==> config.mk <==
export PLATFORM = sky130hd
export DESIGN_NAME = note_spawner
export DESIGN_NICKNAME = d
export VERILOG_FILES = /design/src/rtl/note_spawner_pkg.sv /design/src/rtl/note_fifo.sv /design/src/rtl/note_spawner.sv
export SDC_FILE = /design/constraint.sdc
export NUM_CORES = 1
export LEC_CHECK = 0
export ABC_AREA = 1
export BUFFER_PORTS_ARGS = -buffer_cell sky130_fd_sc_hd__buf_2
export CORE_ASPECT_RATIO = 0.9
export CORE_MARGIN = 2
export CORE_UTILIZATION = 53
export CTS_CLUSTER_DIAMETER = 100
export DETAILED_ROUTE_END_ITERATION = 16
export GPL_ROUTABILITY_DRIVEN = 0
export PLACE_DENSITY = 0.75
export SETUP_SLACK_MARGIN = 0.05
export SYNTH_ARGS = -nofsm -noshare
export SYNTH_HDL_FRONTEND = slang
export SYNTH_SLANG_ARGS = --single-unit
==> constraint.sdc <==
create_clock -name clock -period 3.14 [get_ports clock]
set_input_delay 0.157 -clock clock [delete_from_list [all_inputs] [get_ports clock]]
set_output_delay 0.157 -clock clock [all_outputs]
set_load 0.02 [all_outputs]
==> src/rtl/note_spawner_pkg.sv <==
// Shared types and constants for the note spawner: FSM states, buffered note entry, gap width.
// Pure declarations; no latency or backpressure of its own.
package note_spawner_pkg;

    localparam int GAP_W      = 9;
    localparam int LANE_W_MAX = 3;

    typedef enum logic [1:0] {
        IDLE,
        SAMPLE,
        WAIT,
        PUSH
    } state_t;

    // Lane field sized for the widest lane count; narrower configs zero-extend.
    typedef struct packed {
        logic [LANE_W_MAX-1:0] lane;
        logic [31:0]           ts;
    } note_t;

    function automatic int clog2(input int value);
        int r;
        r = 0;
        for (int i = 0; i < 31; i++) begin
            if ((1 << i) < value) begin
                r = i + 1;
            end
        end
        return r;
    endfunction

endpackage

==> src/rtl/note_fifo.sv <==
// Synchronous first-word-fall-through FIFO; written entry is visible one cycle after push.
// Push into a full FIFO is accepted only when a pop happens in the same cycle; pop on empty is ignored.
module note_fifo
    import note_spawner_pkg::*;
#(
    parameter  int W     = 35,
    parameter  int DEPTH = 8,
    localparam int PTR_W = clog2(DEPTH),
    localparam int CNT_W = PTR_W + 1
) (
    input  logic             clk,
    input  logic             rst,
    input  logic             push_i,
    input  logic             pop_i,
    input  logic [W-1:0]     din_i,
    output logic [W-1:0]     dout_o,
    output logic             full_o,
    output logic             empty_o,
    output logic [CNT_W-1:0] count_o
);

    logic [W-1:0]     mem_q [DEPTH];
    logic [PTR_W-1:0] wr_ptr_q, wr_ptr_d;
    logic [PTR_W-1:0] rd_ptr_q, rd_ptr_d;
    logic [CNT_W-1:0] count_q, count_d;
    logic             wr_en;
    logic             rd_en;

    assign full_o  = (count_q == CNT_W'(DEPTH));
    assign empty_o = (count_q == '0);
    assign count_o = count_q;
    assign dout_o  = mem_q[rd_ptr_q];

    // When full, a simultaneous pop frees the head slot, which is exactly where wr_ptr points.
    assign wr_en = push_i && (!full_o || pop_i);
    assign rd_en = pop_i && !empty_o;

    always_comb begin
        wr_ptr_d = wr_ptr_q;
        rd_ptr_d = rd_ptr_q;
        count_d  = count_q + CNT_W'(wr_en) - CNT_W'(rd_en);
        if (wr_en) begin
            wr_ptr_d = wr_ptr_q + PTR_W'(1);
        end
        if (rd_en) begin
            rd_ptr_d = rd_ptr_q + PTR_W'(1);
        end
    end

    always_ff @(posedge clk) begin
        if (rst) begin
            wr_ptr_q <= '0;
            rd_ptr_q <= '0;
            count_q  <= '0;
        end else begin
            wr_ptr_q <= wr_ptr_d;
            rd_ptr_q <= rd_ptr_d;
            count_q  <= count_d;
        end
    end

    always_ff @(posedge clk) begin
        if (wr_en) begin
            mem_q[wr_ptr_q] <= din_i;
        end
    end

endmodule

==> src/rtl/note_spawner.sv <==
// Spawns time-stamped notes on random lanes after random gaps (period gap+2); note visible one cycle after PUSH.
// Renderer backpressure via note_valid/note_ready; a PUSH into a full, non-popping FIFO drops the note and sets sticky overflow. Optional SPAWN_NO_REPEAT_EN.
module note_spawner
    import note_spawner_pkg::*;
#(
    parameter  int LANES      = 4,
    parameter  int MIN_GAP    = 16,
    parameter  int FIFO_DEPTH = 8,
    localparam int LANE_W     = clog2(LANES),
    localparam int CNT_W      = clog2(FIFO_DEPTH) + 1
) (
    input  logic              clock,
    input  logic              reset,
    input  logic              enable,
    input  logic [31:0]       ranNum,
    input  logic [31:0]       timeElapsed,
    output logic              note_valid,
    input  logic              note_ready,
    output logic [LANE_W-1:0] note_lane,
    output logic [31:0]       note_time,
    output logic [CNT_W-1:0]  fifo_count,
    output logic              overflow
);

    state_t             state_q, state_d;
    logic [GAP_W-1:0]   gap_q, gap_d;
    logic [LANE_W-1:0]  lane_q, lane_d;
    logic [LANE_W-1:0]  lane_raw;
    logic [LANE_W-1:0]  lane_sel;
    logic               overflow_q, overflow_d;
    logic               push;
    logic               pop;
    logic               fifo_full;
    logic               fifo_empty;
    note_t              wr_note;
    note_t              head_note;
    logic               unused_ran_bits;

    assign unused_ran_bits = ^ranNum[31:16];

    assign lane_raw = LANE_W'(int'(ranNum[15:8]) % LANES);

`ifdef SPAWN_NO_REPEAT_EN
    logic [LANE_W-1:0] prev_lane_q;

    // Tracks every attempted push, dropped ones included, so the lane pattern ignores backpressure.
    always_ff @(posedge clock) begin
        if (reset) begin
            prev_lane_q <= '0;
        end else if (push) begin
            prev_lane_q <= lane_q;
        end
    end

    assign lane_sel = (lane_raw == prev_lane_q) ? LANE_W'((int'(lane_raw) + 1) % LANES)
                                                : lane_raw;
`else
    assign lane_sel = lane_raw;
`endif

    always_comb begin
        state_d = state_q;
        gap_d   = gap_q;
        lane_d  = lane_q;
        push    = 1'b0;
        if (!enable) begin
            state_d = IDLE;
            gap_d   = '0;
        end else begin
            case (state_q)
                IDLE: begin
                    state_d = SAMPLE;
                end
                SAMPLE: begin
                    lane_d  = lane_sel;
                    gap_d   = GAP_W'(MIN_GAP) + GAP_W'(ranNum[7:0]);
                    state_d = WAIT;
                end
                WAIT: begin
                    gap_d = gap_q - GAP_W'(1);
                    if (gap_q <= GAP_W'(1)) begin
                        state_d = PUSH;
                    end
                end
                PUSH: begin
                    push    = 1'b1;
                    state_d = SAMPLE;
                end
                default: begin
                    state_d = IDLE;
                end
            endcase
        end
    end

    always_ff @(posedge clock) begin
        if (reset) begin
            state_q    <= IDLE;
            gap_q      <= '0;
            lane_q     <= '0;
            overflow_q <= 1'b0;
        end else begin
            state_q    <= state_d;
            gap_q      <= gap_d;
            lane_q     <= lane_d;
            overflow_q <= overflow_d;
        end
    end

    assign pop        = note_valid && note_ready;
    assign overflow_d = overflow_q | (push && fifo_full && !pop);

    always_comb begin
        wr_note      = '0;
        wr_note.lane = LANE_W_MAX'(lane_q);
        wr_note.ts   = timeElapsed;
    end

    note_fifo #(
        .W     ($bits(note_t)),
        .DEPTH (FIFO_DEPTH)
    ) u_fifo (
        .clk     (clock),
        .rst     (reset),
        .push_i  (push),
        .pop_i   (pop),
        .din_i   (wr_note),
        .dout_o  (head_note),
        .full_o  (fifo_full),
        .empty_o (fifo_empty),
        .count_o (fifo_count)
    );

    // Head fields are masked while empty so the outputs read zero after reset.
    assign note_valid = !fifo_empty;
    assign note_lane  = note_valid ? LANE_W'(head_note.lane) : '0;
    assign note_time  = note_valid ? head_note.ts : '0;
    assign overflow   = overflow_q;

endmodule

==> impl_summary.md, run 1 <==
Cells and area
The layout filler cell count is 1637. The net count of the finished layout is 1231. After routing the design area is 14200 µm². Summing all flip-flop and latch instances after layout gives 8710 µm². The area growth from synthesis to layout is 16.6%. The area of the multi-input gates is 3080 µm². 0 antenna diodes ended up in the layout.

Of the cells placed in the final design, the portion with a size suffix greater than 1 is 0.137.

Placed design
The placed instances occupy a cell area of 12900 µm². Prior to clock tree synthesis, the placed netlist has a worst setup slack of 0.836 ns. Summed over all nets, the half-perimeter wirelength after detailed placement is 13.2 mm. In this run the tool buffered the top-level ports with 85 buffer cells.

STA
Timing would allow up to 0.374 GHz. For the final database, setup skew stands at 0.00752 ns. The final hold violation count was 0. The post-layout worst setup margin is 0.465 ns. After layout, the minimum clock period comes to 2.67 ns.

The measured slew at the worst slew-check pin is 0.656 ns. The worst hold slack after final layout is 0.0190 ns. Adding up every negative setup slack in the final design gives 0 ns. The final max-slew violation count is 0.

Setup repair after global routing left no endpoint under its margin. The period utilization is 0.852. Setup violations remaining at the end of the flow were counted as 0. In this run the tightest slew margin relative to its limit is 0.562.

Global routing
The first-pass GRT wire length is 38.8 mm. For this run, the total global-route usage over all layers was measured as 0.206. The number of global-route vias before repair is 7604. The total overflow left after global routing is 0.

The initial antenna violation count is 0. Entering global routing, the biggest net connects 137 pins.

Status
The flow ran to the end, and the final reports show no timing, DRC or antenna violations.

Hold path
The tightest min-delay check is of the in2reg type.

Drt
The mean routed wirelength per cell is 17.0 µm. For this block, the initial DRC count from the detailed router was 771. The total wire length is 25.0 mm.

Once detail routing completed, the nets flagged for antenna violations numbered 0. The number of iterations in the first detailed-routing pass is 7. The total via count in the routed design is 7968. The remaining routing DRC violations is 0. The post-detailed-route via-to-cell ratio is 5.42.

Yosys
The number of warning messages in the yosys log is 0. Of the synthesized area, sequential elements account for 0.713. By area the synthesized netlist is led by edfxtp_1, nor2_1, o21ai_0, dfxtp_1, nand2_1.

Synthesis handed over a netlist of 1031 instances. The number of flops mapped to enable cells by yosys is 272. The cell area that synthesis handed to floorplanning was 12200 µm².

The number of different library cells in the post-synthesis netlist is 30. The async set-or-reset flop fraction in the synthesized netlist is 0. The top cell type by total area after synthesis is edfxtp_1.

The commonest cells after synthesis are nor2_1, edfxtp_1, o21ai_0, nand2_1. The most common cell in the synthesized netlist is nor2_1. Of the post-synthesis cell area, the dominant cell type holds 0.669. The average cell area after synthesis is 11.8 µm². Counting every net in the synthesized netlist gives 1113. The main flop type after synthesis is edfxtp_1.

The number of flip-flops and latches in the synthesized netlist is 299.

Floorplan
The chip width is 164 µm. The initial standard-cell utilization of the core is 0.541. The number of top-level pins is 108. The total die area is 24300 µm². The region available for standard cell placement spans 22600 µm². The number of placement rows is 52. The die is 148 µm tall.

Power
The total power draw is 10.7 mW. For this design the ratio of total power to cell area is 749 nW/µm². Across the VDD grid, the largest voltage drop is 0.518 mV. The reported leakage power is 5.15 nW.

Clocking
At the later pin of the worst-skew pair, clock insertion delay measures 0.54 ns. TritonCTS built the clock tree. The clock slew at the register clock pins of the worst setup and hold paths is 0.06 ns.

The largest buffer count on any clock path is 3. The number of clock buffers added by TritonCTS is 29. The number of gates resized after cts is 0. The count of clock tree sinks is 299. The H-tree level count is 1. The root buffer cell chosen for the clock tree is clkbuf_16.

Critical path
At the worst endpoint, the required time is 2.98 ns. The category of the worst setup path capture point is an output port. The element type at the critical path start is a flop. Of all nets on the critical path, the largest fanout is 48. Data arrives at the worst endpoint at 2.52 ns. The worst setup path is of the reg2out kind.

Run
The max-cap violation count is 0.
sequential cells by signal (all words and copies together) (netlist names), named ones only:
register,cells
u_fifo.mem_q,272
u_fifo.rd_ptr_q,3
u_fifo.wr_ptr_q,3
gap_q,9
lane_q,2
overflow,1
state_q,2
u_fifo.count_o,4
path summary, 6_finish.rpt:
kind | start | to | slack (ns) | cells after the start
setup reg to reg | u_fifo.count_o[2] | u_fifo.mem_q[3][25] | 0.86 | 10
setup / recovery | flop | note_lane[0] | 0.47 | 7
hold reg to reg | gap_q[4] | gap_q[4] | 0.48 | 2
hold / removal | enable | lane_q[1] | 0.02 | 4
cell usage in the layout, fill, tap and decap left out, types with 2 or more instances in the layout:
cell           count
nor2_4             8
o21ai_0          155
dfxtp_1           24
buf_12             4
bufinv_16          3
clkinv_2           5
dfxtp_2            2
clkbuf_16         29
ha_1              13
nand3_1           10
clkinv_1           5
buf_4             16
nor2_1           266
inv_1             34
o22ai_1           34
nand2_1           81
clkbuf_1           9
o21ai_1            6
o211ai_1          34
clkinv_4           2
nand2_2            2
buf_2             85
edfxtp_1         272
dlygate4sd3_1     39
a21oi_1           22
metal layers:
metal | GRT usage | routed length [µm] | part of all wire
met5 | 0 | 0 | 0
met4 | 0.0614 | 565 | 0.023
met3 | 0.0351 | 1620 | 0.065
met2 | 0.359 | 12500 | 0.50
met1 | 0.265 | 10300 | 0.41
critical path, cell delays in order, from the launching register on:
cell and delay (ns):
dfxtp_4 0.37, clkinv_2 0.50, buf_4 0.46, o21ai_0 0.20, o22ai_1 0.11, nor2_1 0.10
nor2_1 0.06, buf_2 0.16
cell families (layout without fill, tap and decap cells):
logic type      count (synthesis)  in the layout  synth area share
buf+inv                        93            234            0.0401
xor+xnor                        2              2           0.00143
flops                         299            299             0.713
compound gates                253            253             0.114
fa+ha+maj                      14             14            0.0150
simple gates                  370            370             0.116
per-stage QoR:
step	util	instances
2_1_floorplan	-	1031
3_3_place_gp	0.572	1376
3_5_place_dp	0.572	1376
4_1_cts	0.631	1469
5_1_grt	0.631	1469
6_report	0.631	1469
report_power, final:
group	switching [mW]	internal [mW]
sequential	0.0472	4.39
combinational	1.98	0.890
clock	1.41	1.96
total	3.44	7.23
area by class of cell:
type | count | share of cell area
clock inverter | 16 | 0.0117
tap | 297 | 0.0261
inverter | 36 | 0.00958
timing repair buffer | 144 | 0.0713
sequential | 299 | 0.612
multi-input combinational | 639 | 0.216
clock buffer | 38 | 0.0533
what timing repair did:
| action | 4_1_cts | 5_1_grt |
|---|---|---|
| hold buffers | 39 | 0 |
| endpoints found under the hold margin | 268 | 0 |
| setup buffers | 0 | 0 |
| endpoints found under the setup margin | 0 | 0 |
No activity file was read; power rests on OpenSTA's default activity.
==> run 2, diff against run 1 <==
--- a/config.mk
+++ b/config.mk
@@ -5,7 +5,6 @@
 export SDC_FILE = /design/constraint.sdc
 export NUM_CORES = 1
 export LEC_CHECK = 0
-export ABC_AREA = 1
 export BUFFER_PORTS_ARGS = -buffer_cell sky130_fd_sc_hd__buf_2
 export CORE_ASPECT_RATIO = 0.9
 export CORE_MARGIN = 2
==> run 2 against run 1 <==
Net effect: clock power up 4%; first-iteration DRC count down 39%; design area down 0.11%; sequential power up 2%; routed wire length down 8.3%; fmax down 4.4%; synthesized cell count down 41%; hold slack better by 0.087 ns.
==> impl_summary.md, run 2 <==
Status
The run finished with clean final reports.

STA
The worst hold slack after final layout is 0.106 ns (+0.0869 ns). Setup repair after global routing left no endpoint under its margin. The total setup violations reported at the end of the flow was 0 (unchanged). The clock tree skew after final layout was 0.00647 ns (-0.00105 ns). The post-layout worst setup margin is 0.342 ns (-0.123 ns). The final critical path time including I/O delays and setup is 2.80 ns (+0.123 ns).

The sum of negative setup slack is 0 ns (unchanged). The measured slew at the worst slew-check pin was 0.795 ns (+0.139 ns). The final hold violation count is 0 (unchanged). The relative slew slack is 0.470 (-0.0919).

The maximum frequency from static timing analysis is 0.357 GHz (-4.4%). The period utilization is 0.891 (+0.0392). The final max-slew violation count was 0 (unchanged).

Clocking
CTS placed an instance of clkbuf_16 at the clock tree root. The post-CTS setup buffer count is 0 (unchanged). The clock tree from TritonCTS is done. The number of gates resized after cts is 0 (unchanged). The number of hold-repair buffers added at the cts stage is 46 (+18%). The H-tree level count is 1 (unchanged). The count of clock tree sinks is 299 (unchanged). The clock latency on the worst-skew pair is 0.54 ns (about the same). The clock slew at the register clock pins of the worst setup and hold paths came to 0.06 ns (about the same). The clock buffer count from CTS is 30 (+3.4%). The largest buffer count on any clock path is 3 (unchanged).

Yosys
The number of flip-flops and latches in the synthesized netlist is 299 (unchanged). The main flop type after synthesis is edfxtp_1. The share of Yosys cell area claimed by the top area cell type came to 0.693 (+0.0239). edfxtp_1 is the most common cell in the netlist. The share of the yosys chip area belonging to registers is 0.738 (+0.0255). The number of different library cells in the post-synthesis netlist is 43 (+43%). By count the netlist is led by edfxtp_1, mux4_2, nor2_1, mux2i_1, dfxtp_1.

The average cell area after synthesis is 19.4 µm² (+63%). The net count after synthesis is 691 (-38%). Of all cell types, the one taking the most synthesized area is edfxtp_1. The number of warning messages in the yosys log is 0 (unchanged).

The async set-or-reset flop fraction in the synthesized netlist was 0 (unchanged). By area the synthesized netlist is led by edfxtp_1, mux4_2, dfxtp_1, mux2i_1, nor2_1. The number of standard cells after synthesis came to 609 (-41%). The post-synthesis instance area is 11800 µm² (-3.5%).

The number of flops mapped to enable cells by yosys is 272 (unchanged).

Cells and area
The proportion of layout cells with a drive suffix above 1 is 0.305 (+0.167). The design area came to 14200 µm² (-0.11%). The register area came to 8720 µm² (about the same). The register containing the most flip-flops in the final layout is u_fifo.mem_q.

The top cell types in the final layout, fill and taps aside, are edfxtp_1, buf_2, mux4_2. The number of antenna cells inserted is 0 (unchanged). The area of the multi-input gates was 2990 µm² (-2.7%). The number of flip-flops in the largest register came to 272 (unchanged). The count of placed standard cells in the final layout, fillers left out is 1075 (-27%).

The net count of the finished layout is 845 (-31%). The leading cell type in the layout, fill and taps excluded is edfxtp_1. The end-of-flow core utilization is 0.654 (+0.0229).

The layout filler cell count is 1487 (-9.2%). Relative to the synthesized area, the layout overhead comes to 20.6%.

Power
The reported leakage power came to 4.73 nW (-8.1%). The cell area power density is 726 nW/µm² (-3.1%). The largest vdd supply drop was 0.596 mV (+15%).

The total power draw is 10.3 mW (-3.2%). The internal power component is 7.54 mW (+4.3%). The share of power burned in combinational logic is 0.219 (-0.050). The relative contribution of sequential cells to total power is 0.440 (+0.024). The switching fraction of total power is 0.270 (-0.0524). The net load switching power is 2.79 mW (-19%).

The part of the total power dissipated in the clock network came to 0.341 (+0.025).

Drt
The count of routing violations after the opening detailed-route iteration is 473 (-39%). The total via count in the routed design came to 6059 (-24%). The remaining routing DRC violations is 0 (unchanged).

The number of iterations in the first detailed-routing pass is 5 (-2). The post-detailed-route via-to-cell ratio is 5.64 (+3.9%). The number of nets with antenna violations after routing is 0 (unchanged). The mean routed wirelength per cell is 21.3 µm (+25%). The total wire length was 22.9 mm (-8.3%).

Floorplan
The placeable core region is 21800 µm² (-3.6%). The number of placement rows is 51 (-1.9%). The initial standard-cell utilization of the core is 0.542 (+0.000936). The number of top-level pins is 108 (unchanged). The total die area was 23500 µm² (-3.4%). The chip width is 161 µm (-1.7%).

The y dimension of the die is 146 µm (-1.7%).

Global routing
The global route total overflow is 0 (unchanged). The overall track demand over capacity in global routing was 0.201 (-0.00464). The number of global-route vias before repair came to 6553 (-14%).

The initial antenna violation count is 0 (unchanged). The first-pass GRT wire length came to 36.0 mm (-7.1%). The largest net degree at the start of global routing is 43 (-69%).

Placed design
The number of placed instances with taps included is 976 (-29%). The post-detailed-placement half-perimeter wirelength came to 13.0 mm (-1.2%). The quantity of I/O buffers inserted on ports came to 85 (unchanged). The post-detailed-placement cell area is 12800 µm² (-1.1%). The post-placement setup slack is 0.549 ns (-0.288 ns).

Critical path
The worst endpoint data arrival time is 2.64 ns (+0.12 ns). The endpoint required time on the critical path is 2.98 ns (about the same). The worst setup path is captured at an output port.

The largest fanout on the critical path is 22 (-54%). The number of cells on the worst reg-to-reg path is 9 (-1). The element type at the critical path start is a flop. The setup path with the least slack is of type reg2out.

Run
The max-cap violation count is 0 (unchanged).

Hold path
The type of the most critical hold path is in2reg. The instance count along the most critical hold path is 4 (unchanged).
## run 2: cell families (layout without fill, tap and decap cells)
kind of cell,Yosys count,in the layout,share of synthesized area
xor gates and xnor gates,7,7,0.00520
buffers and inverters,45,220,0.0161
muxes,106,106,0.162
AOI/OAI and AO/OA,37,37,0.0233
and+or+nand+nor,101,101,0.0393
DFF,299,299,0.738
adders and majority gates,14,14,0.0155
## run 2: path summary, 6_finish.rpt
kind | endpoint | slack, ns | startpoint
setup / recovery | note_time[2] | 0.34 | flop
hold / removal | gap_q[0] | 0.11 | ranNum[0]
setup reg to reg | u_fifo.mem_q[6][30] | 0.58 | u_fifo.count_o[2]
hold reg to reg | flop | 0.50 | u_fifo.rd_ptr_q[1]
## run 2: per-layer routing
layer	GRT usage	wire length (µm)	vias up
li1	-	-	2743
met1	0.274	9530	3074
met2	0.343	11600	201
met3	0.0305	1250	41
met4	0.0563	503	0
met5	0	0	-
## run 2: power groups by stage
stage                     clock [mW]  sequential [mW]  combinational (mW)
final                           3.52             4.55                2.26
after global routing            3.73             4.57                2.46
after CTS                       3.57             4.56                2.30
after detailed placement           0             4.64                2.24
after global placement             0             4.63                2.19
after floorplan                    0             4.52                1.69
## run 2: final cells by class
| class | count | area share |
|---|---|---|
| multi-input combinational | 265 | 0.210 |
| sequential | 299 | 0.613 |
| clock buffer | 34 | 0.0553 |
| timing repair buffer | 153 | 0.0783 |
| clock inverter | 19 | 0.0139 |
| tap | 291 | 0.0256 |
| inverter | 14 | 0.00369 |
## run 2: worst max-delay path: stages, from the launching register on
cell,delay (ns)
dfxtp_4,0.64
buf_4,0.41
mux4_2,0.54
mux2i_1,0.17
nor2_1,0.11
buf_2,0.21
